<file path="src/rtl/lane_serializer.sv">
// lane_serializer: captures a NUM_IN-lane vector and emits one lane (FIXED) or lanes 0..sel_last (SWEEP) as valid/ready beats
module lane_serializer #(
  parameter int NUM_IN = 8,
  parameter int DATA_W = 1,
  parameter int SEL_W  = $clog2(NUM_IN)
) (
  input  logic                     aclk,
  input  logic                     aresetn,
  input  logic [NUM_IN*DATA_W-1:0] in_data,
  input  logic                     in_valid,
  output logic                     in_ready,
  input  logic                     mode,
  input  logic [SEL_W-1:0]         sel_cfg,
  input  logic [SEL_W-1:0]         sel_last,
  output logic [DATA_W-1:0]        out_data,
  output logic [SEL_W-1:0]         out_sel,
  output logic                     out_last,
  output logic                     out_valid,
  input  logic                     out_ready
);
  typedef enum logic {IDLE, EMIT} state_t;
  localparam logic [SEL_W-1:0] MAX_SEL = SEL_W'(NUM_IN - 1);
  state_t state, state_nx;
  logic [NUM_IN*DATA_W-1:0] hold_data;
  logic hold_mode;
  logic [SEL_W-1:0] hold_last, sel_nx, cfg_c, last_c;
  logic in_hs, out_hs;
  assign cfg_c = sel_cfg > MAX_SEL ? MAX_SEL : sel_cfg;
  assign last_c = sel_last > MAX_SEL ? MAX_SEL : sel_last;
  assign out_valid = state == EMIT;
  assign out_last = out_valid & (~hold_mode | (out_sel == hold_last));
  assign out_data = hold_data[out_sel*DATA_W +: DATA_W];
  assign out_hs = out_valid & out_ready;
  assign in_ready = aresetn & ((state == IDLE) | (out_hs & out_last));
  assign in_hs = in_valid & in_ready;
  always_comb begin
    state_nx = state;
    sel_nx = out_sel;
    if (in_hs) begin
      state_nx = EMIT;
      sel_nx = mode ? '0 : cfg_c;
    end else if (out_hs) begin
      state_nx = out_last ? IDLE : EMIT;
      sel_nx = out_last ? out_sel : out_sel + 1'b1;
    end
  end
  always_ff @(posedge aclk or negedge aresetn) begin
    if (!aresetn) begin
      state <= IDLE;
      out_sel <= '0;
      hold_data <= '0;
      hold_mode <= 1'b0;
      hold_last <= '0;
    end else begin
      state <= state_nx;
      out_sel <= sel_nx;
      if (in_hs) begin
        hold_data <= in_data;
        hold_mode <= mode;
        hold_last <= last_c;
      end
    end
  end
endmodule

</file>
<file path="config.mk">
export PLATFORM = sky130hd
export DESIGN_NAME = lane_serializer
export DESIGN_NICKNAME = d
export VERILOG_FILES = /design/src/rtl/lane_serializer.sv
export SDC_FILE = /design/constraint.sdc
export NUM_CORES = 1
export LEC_CHECK = 0
export CAP_MARGIN = 20
export CORE_MARGIN = 8
export CORE_UTILIZATION = 44
export DETAILED_ROUTE_END_ITERATION = 16
export GPL_TIMING_DRIVEN = 0
export MAX_ROUTING_LAYER = met4
export PLACE_DENSITY_LB_ADDON = 0.05
export SLEW_MARGIN = 20
export SYNTH_ARGS = -nofsm -noshare
export SYNTH_HDL_FRONTEND = slang
export SYNTH_SLANG_ARGS = --single-unit
</file>
<file path="constraint.sdc">
create_clock -name aclk -period 2.15 [get_ports aclk]
set_input_delay 0.215 -clock aclk [delete_from_list [all_inputs] [get_ports aclk]]
set_output_delay 0.215 -clock aclk [all_outputs]
set_load 0.02 [all_outputs]
</file>
## Yosys cells after proc, flatten, opt, wreduce, memory -nomap -nowiden

Index checks and enable logic that the tools add are counted.

| operators by class | value |
|---|---|
| $add $sub $neg | 1 |
| magnitude comparators | 2 |
| equality and inequality tests | 2 |
| shift operators | 1 |
| muxes and demuxes | 9 |
| bitwise logic cells | 9 |
| reductions and logical operators | 2 |

Operators with widths:

| operator | count |
|---|---|
| $mux W3 | 6 |
| $shiftx A8 B4 Y1 | 1 |
| $gt A3 B3 Y1 const B | 2 |
| $and A1 B1 Y1 | 5 |
| $add A3 B1 Y3 const B | 1 |
| $eq A3 B3 Y1 | 1 |
| $mux W1 | 3 |
| $ne A2 B1 Y1 const B | 1 |
| $not A1 Y1 | 2 |
| $or A1 B1 Y1 | 2 |
| $reduce_and A2 Y1 | 1 |
| $reduce_bool A2 Y1 | 1 |

| word-level totals | value |
|---|---|
| register bits after elaboration | 16 |
| input port bits | 19 |
| output and inout port bits | 7 |
| logic and storage cells | 31 |

## Logic depth before layout (Yosys ltp)

| logic depth | value |
|---|---|
| word-level depth | 9 |
| mapped depth | 6 |
| depth with buffers taken out | 5 |

## Least setup slack after synthesis

No wires, ideal clock.

| path | value |
|---|---|
| path kind | reg-to-reg |
| start point | register out_sel[0] |
| end point | register out_sel[0] |
| setup time | 0.126 ns |
| data arrival time | 1.652 ns |
| data required time | 2.024 ns |
| setup slack | 0.372 ns |
| stages on the path, launching flop included | 6 |
| path buffers | 1 |
| clock period less this slack | 1.778 ns |
| cells stage by stage | dfrtp_1 -> xor2_1 -> nor4_2 -> nor2_2 -> buf_4 -> a311o_1 |

| between the ends | value |
|---|---|
| longest elaborated chain between the ends | 9 |
| elaborated cells between the ends (all ways) | 14 |
| those cells by class | add/sub: 1; eq/ne: 2; mux: 3; bitwise: 6; reduce/logical: 2 |

RTL lines:

| what | line | text |
|---|---|---|
| from (decl) | 16 | `output logic [SEL_W-1:0] out_sel,` |
| from (signal assigned) | 56 | `out_sel <= sel_nx;` |
| $eq A3 B3 Y1 | 31 | `assign out_last = out_valid & (~hold_mode \| (out_sel == hold_last));` |
| $or A1 B1 Y1 | 31 |  |
| $and A1 B1 Y1 | 31 |  |
| $and A1 B1 Y1 | 34 | `assign in_ready = aresetn & ((state == IDLE) \| (out_hs & out_last));` |
| $or A1 B1 Y1 | 34 |  |
| $and A1 B1 Y1 | 34 |  |
| $and A1 B1 Y1 | 35 | `assign in_hs = in_valid & in_ready;` |
| $ne A2 B1 Y1 (no source line) or $reduce_bool A2 Y1 (tied branches) | -- |  |
| $reduce_and A2 Y1 (no source line) | -- |  |

Several ways; a longest one is shown, not always the timed one. The select of a mux whose other input is x is not followed.
A chain may end at the register's enable or synchronous reset.

## Worst setup path in the final report

| path | value |
|---|---|
| start point | register out_sel[0] |
| end point | output port out_data |

| between the ends | value |
|---|---|
| longest elaborated chain between the ends | 1 |

RTL lines:

| what | line | text |
|---|---|---|
| $shiftx A8 B4 Y1 | 32 | `assign out_data = hold_data[out_sel*DATA_W +: DATA_W];` |
| to (decl) | 15 | `output logic [DATA_W-1:0] out_data,` |

Every way passes these cells.

==> impl_metrics.env <==
export IMPL_synth_most_common_cell="dfrtp_1"
export IMPL_min_to="out_valid"
export IMPL_ant_nets=0
export IMPL_mappedNetlistArea_um2=827
export IMPL_grt_max_degree=21
export IMPL_layout_drive_gt1_share_pct=29.3
export IMPL_hold_path_startpoint="aresetn"
export IMPL_synthDistinctLibCells=25
export IMPL_clock_latency_ps=280
export IMPL_final_cells=124
export IMPL_finalHoldViolations=0
export IMPL_maxSlewHeadroom_pct=50.7
export IMPL_yosys_warnings=0
export IMPL_timing_rr_start="out_sel[1]"
export IMPL_drv_cap=0
export IMPL_tightest_slew_ps=737
export IMPL_grt_pass1_vias=691
export IMPL_final_setup_tns_ps=0
export IMPL_start_util_pct=47.4
export IMPL_fp_row_count=15
export IMPL_reg2reg_depth=7
export IMPL_drt_total_wl_um=1860
export IMPL_rr_endpoint="out_sel[0]"
export IMPL_syn_nets=85
export IMPL_antenna_found_initial=0
export IMPL_dp_hpwl_um=1340
export IMPL_dieArea_mm2=0.00352
export IMPL_power_density_mw_per_mm2=1410
export IMPL_syn_avg_cell_area_um2=12.7
export IMPL_n_antenna_cell=0
export IMPL_cts_tree="done"
export IMPL_die_x_um=59.4
export IMPL_area_growth_pct=42.7
export IMPL_fin_util_pct=67.6
export IMPL_rsz0062_at_grt="false"
export IMPL_synthCells=65
export IMPL_synth_edf_count=0
export IMPL_power_mw=1.67
export IMPL_die_h_um=59.4
export IMPL_gp_congestion=0.744
export IMPL_path_clk_slew_ps=100
export IMPL_grt_usage_pct=11.9
export IMPL_p_leak_nw=0.504
export IMPL_cts_sinks=16
export IMPL_critPathMaxFanout=5
export IMPL_clock_fmax_mhz=481
export IMPL_numCtsBuffers=3
export IMPL_seq_area_frac_synth_pct=48.4
export IMPL_period_needed_ps=2080
export IMPL_path_class="register to output port"
export IMPL_first_pass_iters=6
export IMPL_wire_per_inst_um=15.0
export IMPL_outcome="complete, no violations"
export IMPL_cts_buffer_depth=2
export IMPL_dp_cells=115
export IMPL_fin_hold_ws_ps=272
export IMPL_drv_slew=0
export IMPL_finalSetupViolCount=0
export IMPL_viasPerCell=5.36
export IMPL_hold_path_class="primary input to register"
export IMPL_peakVddDrop_uv=779
export IMPL_skew_ps=3.81
export IMPL_num_vias=665
export IMPL_yosys_area_top_type="dfrtp_1"
export IMPL_htreeDepth=1
export IMPL_end_kind="output port"
export IMPL_grt_pass1_wl_um=3130
export IMPL_crit_arrival_ps=1860
export IMPL_ys_seq_elements=16
export IMPL_top_level_ports=26
export IMPL_grt_overflow=0
export IMPL_drc=0
export IMPL_netlist_area_leader_share_pct=48.4
export IMPL_critPathRequiredTime_ps=1930
export IMPL_nets=120
export IMPL_min_period_over_period_pct=96.7
export IMPL_port_buffers=25
export IMPL_cts_root_buf="clkbuf_4"
export IMPL_synthFlopType="dfrtp_1"
export IMPL_ys_async_sr_fraction_pct=100
export IMPL_synthTopCellsByArea="dfrtp_1 (48%), mux2_2 (18%), mux4_1 (6.4%)"
export IMPL_cp_start_kind="register"
export IMPL_rrSetupSlack_ps=100
export IMPL_core_area_mm2=0.00175
export IMPL_holdPathStages=3
export IMPL_synth_common_cells="dfrtp_1 (16), mux2_2 (13), nand2_1 (6)"
export IMPL_drt_iter0_drc=11
timing repair:
item                                    4_1_cts  5_1_grt
endpoints found under the setup margin       13       12
pin swaps                                     1        1
hold buffers                                  0        1
resized for setup                             6        5
buffers inserted                              3        1
endpoints found under the hold margin         0       16
cell type report:
cell class | count | area, um2
fillers | 146 | 566
multi-input cells | 47 | 420
flip-flops and latches | 16 | 402
repair buffers | 30 | 279
clock buffers | 4 | 36.3
well taps | 25 | 31.3
plain buffers | 1 | 7.51
inverters | 1 | 3.75
cells by family after synthesis:
kind of cell / Yosys count / share of synthesized area, %
AOI/OAI and AO/OA: 7 / 6.66
and+or+nand+nor: 20 / 13.6
xor gates and xnor gates: 3 / 3.18
adders and majority gates: 1 / 1.51
muxes: 16 / 25.3
DFF: 16 / 48.4
buffers and inverters: 2 / 1.36
worst max path at each step:
stage	start	end	slack, ps	cells past startpoint
final	out_sel[0]	out_data	70	3
after global routing	out_sel[0]	out_data	10	3
after CTS	out_sel[0]	out_data	20	3
after detailed placement	aresetn	hold_last[2]	-510	6
after global placement	aresetn	hold_data[0]	-470	6
after floorplan	out_sel[0]	out_sel[0]	370	5
through the flow:
| stage | cell area [um2] | worst slack [ps] |
|---|---|---|
| floorplan | 827 | 372 |
| CTS | 1170 | 20.7 |
| finish | 1180 | 71.5 |
| global route | 1180 | 14.4 |
| global placement | 1110 | -474 |
| detailed placement | 1110 | -506 |
placed cells by master, fill, tap and decap left out, drive strengths merged, types with 2 or more instances in the layout:
| master | synthesis | routed |
|---|---|---|
| a21oi | 2 | 2 |
| and2 | 2 | 2 |
| buf | 1 | 5 |
| clkbuf | 0 | 6 |
| clkdlybuf4s50 | 0 | 21 |
| dfrtp | 16 | 16 |
| mux2 | 13 | 13 |
| mux4 | 2 | 2 |
| nand2 | 6 | 6 |
| nor2 | 3 | 3 |
| nor2b | 3 | 3 |
| xor2 | 3 | 3 |
critical path: stages (launching register included):
cell and delay [ps]:
dfrtp_2 430, mux4_1 570, mux2_2 290, clkdlybuf4s15_1 290
flip-flops by register name, summed over array words and instances (netlist names):
signal / flops
out_sel: 3
hold_last: 3
out_valid: 1
hold_mode: 1
hold_data: 8
power breakdown:
part	total (mW)	internal [mW]	switching, mW
combinational	0.886	0.496	0.390
sequential	0.586	0.456	0.130
clock	0.197	0.103	0.0939
metal layers:
| metal | up-vias | share of wire [%] | wire length (um) | global-route usage, % |
|---|---|---|---|---|
| li1 | 308 | - | - | - |
| met1 | 334 | 42 | 776 | 13.0 |
| met2 | 19 | 50 | 939 | 19.3 |
| met3 | 4 | 6.5 | 122 | 4.56 |
| met4 | 0 | 1.3 | 24 | 4.10 |
| met5 | - | 0 | 0 | - |
(Power assumes the default switching activity.)
